`src/rtl/if_stage_pkg.sv`:
```
// Shared pipeline definitions for the fetch stage: word type, reset constants
// and the sequential-address helper.
package if_stage_pkg;

  typedef logic [31:0] word_t;

  localparam word_t DEFAULT_RESET_PC = 32'hBFC0_0000;
  localparam word_t DEFAULT_NOP_WORD = 32'h0000_0000;
  localparam word_t PC_STEP          = 32'd4;

  // Modular add: 32'hFFFF_FFFC wraps to zero.
  function automatic word_t next_seq(input word_t addr);
    return addr + PC_STEP;
  endfunction

endpackage

```
`src/rtl/if_stage_if.sv`:
```
// Fetch-stage bus: control from ID/MEM, instruction-memory port and the
// IF/ID pipeline register outputs.
interface if_stage_if;
  import if_stage_pkg::*;

  logic  STALL;
  logic  Request_Alt_PC;
  word_t Alt_PC;
  word_t Instr_address_2IM;
  word_t Instr1_fIM;
  word_t Instr1_OUT;
  word_t Instr_PC_OUT;
  word_t Instr_PC_Plus4;

  modport master (
    input  STALL, Request_Alt_PC, Alt_PC, Instr1_fIM,
    output Instr_address_2IM, Instr1_OUT, Instr_PC_OUT, Instr_PC_Plus4
  );

  modport slave (
    output STALL, Request_Alt_PC, Alt_PC, Instr1_fIM,
    input  Instr_address_2IM, Instr1_OUT, Instr_PC_OUT, Instr_PC_Plus4
  );

endinterface

```
`src/rtl/if_stage.sv`:
```
// Instruction-fetch stage: PC register, stalled-redirect latch and the IF/ID
// pipeline register. The fetch address is combinational from these.
module if_stage
  import if_stage_pkg::*;
#(
  parameter word_t RESET_PC = DEFAULT_RESET_PC,
  parameter word_t NOP_WORD = DEFAULT_NOP_WORD
) (
  input  logic       CLK,
  input  logic       RESET,
  if_stage_if.master bus
);

  word_t pc_q, pc_d;
  logic  pend_q, pend_d;
  word_t pend_pc_q, pend_pc_d;
  word_t instr_q, instr_d;
  word_t instr_pc_q, instr_pc_d;
  word_t instr_pc4_q, instr_pc4_d;
  word_t fetch_addr;
  word_t fetch_addr_p4;

  // A live redirect beats a held one, which beats sequential fetch.
  always_comb begin
    if (bus.Request_Alt_PC) begin
      fetch_addr = bus.Alt_PC;
    end else if (pend_q) begin
      fetch_addr = pend_pc_q;
    end else begin
      fetch_addr = pc_q;
    end
    fetch_addr_p4 = next_seq(fetch_addr);
  end

  always_comb begin
    pc_d        = pc_q;
    pend_d      = pend_q;
    pend_pc_d   = pend_pc_q;
    instr_d     = instr_q;
    instr_pc_d  = instr_pc_q;
    instr_pc4_d = instr_pc4_q;
    if (!bus.STALL) begin
      instr_d     = bus.Instr1_fIM;
      instr_pc_d  = fetch_addr;
      instr_pc4_d = fetch_addr_p4;
      pc_d        = fetch_addr_p4;
      pend_d      = 1'b0;
    end else if (bus.Request_Alt_PC) begin
      // Newest redirect during a stall overwrites any earlier one.
      pend_d    = 1'b1;
      pend_pc_d = bus.Alt_PC;
    end
  end

  always_ff @(posedge CLK) begin
    if (!RESET) begin
      pc_q        <= RESET_PC;
      pend_q      <= 1'b0;
      pend_pc_q   <= '0;
      instr_q     <= NOP_WORD;
      instr_pc_q  <= '0;
      instr_pc4_q <= '0;
    end else begin
      pc_q        <= pc_d;
      pend_q      <= pend_d;
      pend_pc_q   <= pend_pc_d;
      instr_q     <= instr_d;
      instr_pc_q  <= instr_pc_d;
      instr_pc4_q <= instr_pc4_d;
    end
  end

  assign bus.Instr_address_2IM = fetch_addr;
  assign bus.Instr1_OUT        = instr_q;
  assign bus.Instr_PC_OUT      = instr_pc_q;
  assign bus.Instr_PC_Plus4    = instr_pc4_q;

endmodule

```
`src/flat_wrapper.sv`:
```
// flat-port wrapper written by rule: the top's interface ports become plain ports
module if_stage_flat import if_stage_pkg::*;
#(
  parameter word_t RESET_PC = DEFAULT_RESET_PC,
  parameter word_t NOP_WORD = DEFAULT_NOP_WORD
)
  (CLK, RESET, bus_STALL, bus_Request_Alt_PC, bus_Alt_PC, bus_Instr1_fIM, bus_Instr_address_2IM, bus_Instr1_OUT, bus_Instr_PC_OUT, bus_Instr_PC_Plus4);
  if_stage_if bus_i ();
  input  logic CLK;
  input  logic RESET;
  input wire logic [$bits(bus_i.STALL)-1:0] bus_STALL;
  input wire logic [$bits(bus_i.Request_Alt_PC)-1:0] bus_Request_Alt_PC;
  input wire logic [$bits(bus_i.Alt_PC)-1:0] bus_Alt_PC;
  input wire logic [$bits(bus_i.Instr1_fIM)-1:0] bus_Instr1_fIM;
  output wire logic [$bits(bus_i.Instr_address_2IM)-1:0] bus_Instr_address_2IM;
  output wire logic [$bits(bus_i.Instr1_OUT)-1:0] bus_Instr1_OUT;
  output wire logic [$bits(bus_i.Instr_PC_OUT)-1:0] bus_Instr_PC_OUT;
  output wire logic [$bits(bus_i.Instr_PC_Plus4)-1:0] bus_Instr_PC_Plus4;
  assign bus_i.STALL = bus_STALL;
  assign bus_i.Request_Alt_PC = bus_Request_Alt_PC;
  assign bus_i.Alt_PC = bus_Alt_PC;
  assign bus_i.Instr1_fIM = bus_Instr1_fIM;
  assign bus_Instr_address_2IM = bus_i.Instr_address_2IM;
  assign bus_Instr1_OUT = bus_i.Instr1_OUT;
  assign bus_Instr_PC_OUT = bus_i.Instr_PC_OUT;
  assign bus_Instr_PC_Plus4 = bus_i.Instr_PC_Plus4;
  if_stage #(.RESET_PC(RESET_PC), .NOP_WORD(NOP_WORD)) u_core (.CLK(CLK), .RESET(RESET), .bus(bus_i));
endmodule
```
`config.mk`:
```
export PLATFORM = sky130hd
export DESIGN_NAME = if_stage_flat
export DESIGN_NICKNAME = d
export VERILOG_FILES = /design/src/rtl/if_stage_pkg.sv /design/src/rtl/if_stage_if.sv /design/src/rtl/if_stage.sv /design/src/flat_wrapper.sv
export SDC_FILE = /design/constraint.sdc
export NUM_CORES = 1
export LEC_CHECK = 0
export ABC_AREA = 1
export CAP_MARGIN = 10
export CORE_MARGIN = 2
export CORE_UTILIZATION = 30
export CTS_BUF_LIST = sky130_fd_sc_hd__clkbuf_8
export CTS_CLUSTER_SIZE = 14
export DETAILED_ROUTE_END_ITERATION = 8
export GPL_TIMING_DRIVEN = 1
export RECOVER_POWER = 50
export SLEW_MARGIN = 20
export SYNTH_ARGS = -nofsm -noshare
export SYNTH_HDL_FRONTEND = slang
export SYNTH_SLANG_ARGS = --single-unit
```
`constraint.sdc`:
```
create_clock -name CLK -period 2.5 [get_ports CLK]
set_clock_uncertainty 0.05 [all_clocks]
set_input_delay 0.5 -clock CLK [delete_from_list [all_inputs] [get_ports CLK]]
set_output_delay 0.5 -clock CLK [all_outputs]
set_load 0.1 [all_outputs]
```
==> summary.md <==
| Metric | Value |
|---|---|
| Status | `complete, no violations` |
| Setup CP Type | `input port to primary output` |
| Synth-to-Final Area Change | `50.2%` |
| Total track usage | `between 20% and 30%` |
| Final Hold Fails | `0` |
| Final ANT Viol Nets | `0` |
| Drt total wl | `24,600 µm` |
| Largest net degree at the start of global routing | `40` |
| Post-route minimum period | `roughly 2.4 ns` |
| Peak supply drop | `around 0.27 mV` |
| H-Tree Depth | `4` |
| Slew headroom | `between 50% and 60%` |
| Via density | `about 4.7` |
| Seq cells post-synth | `136` |
| Worst-path fanout max | `20` |
| Most common cell after layout, fill and taps aside | `nand2_1` |
| Total power | `6.63 mW` |
| Reg2reg end | `u_core.bus.Instr_PC_Plus4[24]` |
| Number of synthesized flops with an enable pin | `0` |
| Post-Layout Inst Area | `roughly 9700 µm²` |
| Power Dens Cells | `~680 nW/µm²` |
| Post-synth cell types | `40` |
| Hold path start | `u_core.bus.Instr_PC_Plus4[27]` |
| DR iter-0 viols | `about 470` |
| Synthesized instance count | `~900` |
| Hold Crit Depth | `2` |
| Die Area | `approximately 23,000 µm²` |
| Critical path arrival | `1.89 ns` |
| Kind of end point of the critical path | `primary output` |
| Die width | `between 150 and 200 µm` |
| Vias | `around 6,900` |
| Skew-Pair Late Insertion Delay | `between 0.4 and 0.5 ns` |
| Setup TNS Final | `0 ns` |
| Placer Congestion | `between 0.9 and 1` |
| Least-Margin Pin Slew | `between 0.6 and 0.7 ns` |
| Syn. warnings | `0` |
| Syn avg cell area | `7.16 µm²` |
| Pins Over Slew Limit | `0` |
| RSZ-0062 raised after global routing | `false` |
| Seq/Total Area, Yosys | `42.0%` |
| Post-Syn Area | `around 6500 µm²` |
| Hold EP | `u_core.bus.Instr_PC_Plus4[27]` |
| DR DRC count | `0` |
| Filler instances | `2,183` |
| First-pass GRT wire length | `around 37,000 µm` |
| Syn nets | `between 900 and 1,000` |
| Number of global-route vias before repair | `around 6,600` |
| DP HPWL | `around 19,000 µm` |
| Starting Density | `a little under a third` |
| Reg2reg path depth | `14` |
| Cell Rows | `53` |
| Post-synth ARST share | `0%` |
| Most frequent cells in the layout | `nand2_1, dfxtp_1, buf_4, clkbuf_2, clkdlybuf4s50_1` |
| Max Freq | `roughly 410 MHz` |
| Gr ovfl total | `0` |
| DP Area | `~9500 µm²` |
| Fin nets | `1,238` |
| CTS tree | `built` |
| Die H | `151 µm` |
| Most used DFF post-synth | `dfxtp_1` |
| Final Cycle Share | `a little over nine tenths` |
| R2r startpoint | `u_core.pend_q` |
| Port Buffers | `slightly below 200` |
| Layout cells sized above 1 | `between 30% and 40%` |
| Endpoints failing setup | `0` |
| DRT Pass-1 Iters | `5` |
| Reg-to-reg slack, setup | `0.26 ns` |
| I/O Pins | `~200` |
| Initial antenna violation count | `0` |
| Post-Place Cells | `approximately 1,400` |
| Root Driver | `clkbuf_8` |
| Clk sinks | `136` |
| WP data required | `just under 2 ns` |
| Ant diodes | `0` |
| Worst-path clk slew | `around 0.080 ns` |
| Crit path launch type | `input port` |
| Drt wl/cell | `16.9 µm` |
| Core area | `21,100 µm²` |
| Post-route insts no fill | `between 1,000 and 1,500` |
| Hold Path Class | `flip-flop to flip-flop` |
| Num CTS Buffers | `17` |
| Clock Path Buffers | `2` |
| Max-cap violations | `0` |
| P_leak | `~4.5 nW` |
==> worst max-delay path by stage <==
stage,end,depth (start not counted),from
after floorplan,u_core.bus.Instr_PC_Plus4[24],13,bus_Request_Alt_PC
after global placement,bus_Instr_address_2IM[18],8,bus_Request_Alt_PC
after detailed placement,u_core.bus.Instr_PC_Plus4[27],14,bus_Request_Alt_PC
after CTS,bus_Instr_address_2IM[17],8,u_core.pend_q
after global routing,bus_Instr_address_2IM[1],8,u_core.pend_q
final,bus_Instr_address_2IM[18],8,bus_Request_Alt_PC
==> report_power, final <==
part	switching, mW	internal (mW)	total (mW)
combinational	1.74	0.718	2.46
sequential	0.0909	2.31	2.40
clock	1.04	0.725	1.77
total	2.88	3.75	6.63
==> worst max-delay path, cell delays in order <==
cell and delay [ns]:
dlygate4sd2_1 0.28, inv_4 0.10, buf_12 0.17, or2_2 0.28
nand2_2 0.15, buf_4 0.15, inv_1 0.08, buf_12 0.17
==> kinds of logic after synthesis <==
family	share of synthesized area, %
flip-flops	42.0
XOR/XNOR	0.541
buffers and inverters	11.2
adder cells (fa/ha/maj)	0.193
AO/OA/AOI/OAI	14.9
AND/OR/NAND/NOR	31.1
==> stage by stage <==
stage                     worst slack [ns]  hold WS [ns]  utilization (%)
after floorplan                    0.00949         0.389                -
after global placement              -0.241         0.391             44.9
after detailed placement            -0.270         0.396             44.9
after CTS                           0.0103         0.411             46.9
after global routing               0.00190         0.433             46.1
final                               0.0581         0.406             46.1
==> Yosys cell counts (all sizes together), types with 2 or more instances <==
| library cell | number | share of area [%] |
|---|---|---|
| or2 | 15 | 1.4 |
| inv | 76 | 4.4 |
| a211oi | 3 | 0.35 |
| nor3 | 3 | 0.31 |
| nand2 | 293 | 18 |
| nor2 | 77 | 5.2 |
| clkinv | 2 | 0.12 |
| buf | 41 | 4.9 |
| nand3 | 64 | 5.6 |
| o221ai | 2 | 0.27 |
| xor2 | 4 | 0.54 |
| a21oi | 44 | 3.4 |
| o211ai | 2 | 0.23 |
| dfxtp | 136 | 42 |
| nand4 | 5 | 0.48 |
| clkbuf | 32 | 1.9 |
| o21ai | 61 | 4.8 |
| a31oi | 3 | 0.85 |
| a22o | 33 | 4.5 |
==> registers in the layout (all words and copies together), names as in the netlist <==
name and cells:
u_core.bus.Instr_PC_OUT 30, u_core.pend_pc_q 32, u_core.bus.Instr_PC_Plus4 32, u_core.pend_q 1
u_core.pc_q 9, u_core.bus.Instr1_OUT 32
==> area by class of cell <==
type | instances | area, µm² | share of cell area (%)
Multi-Input combinational cell | 617 | 3050 | 31.3
Inverter | 78 | 303 | 3.11
Timing Repair Buffer | 319 | 2940 | 30.2
Clock inverter | 15 | 133 | 1.36
Tap cell | 275 | 344 | 3.54
Clock buffer | 17 | 234 | 2.41
Sequential cell | 136 | 2730 | 28.0
==> what timing repair did <==
action,CTS,global route
pin swaps,0,0
setup buffers,3,0
hold buffers,0,0
endpoints found under the setup margin,26,8
cloned,0,1
resized for setup,9,10
==> layer usage <==
metal	global-route usage (%)	wire length [µm]	vias up
li1	-	-	3422
met1	27.6	10800	3155
met2	34.8	11200	278
met5	0	0	-
met4	6.07	507	0
met3	5.51	2030	36
(Power assumes the default switching activity.)
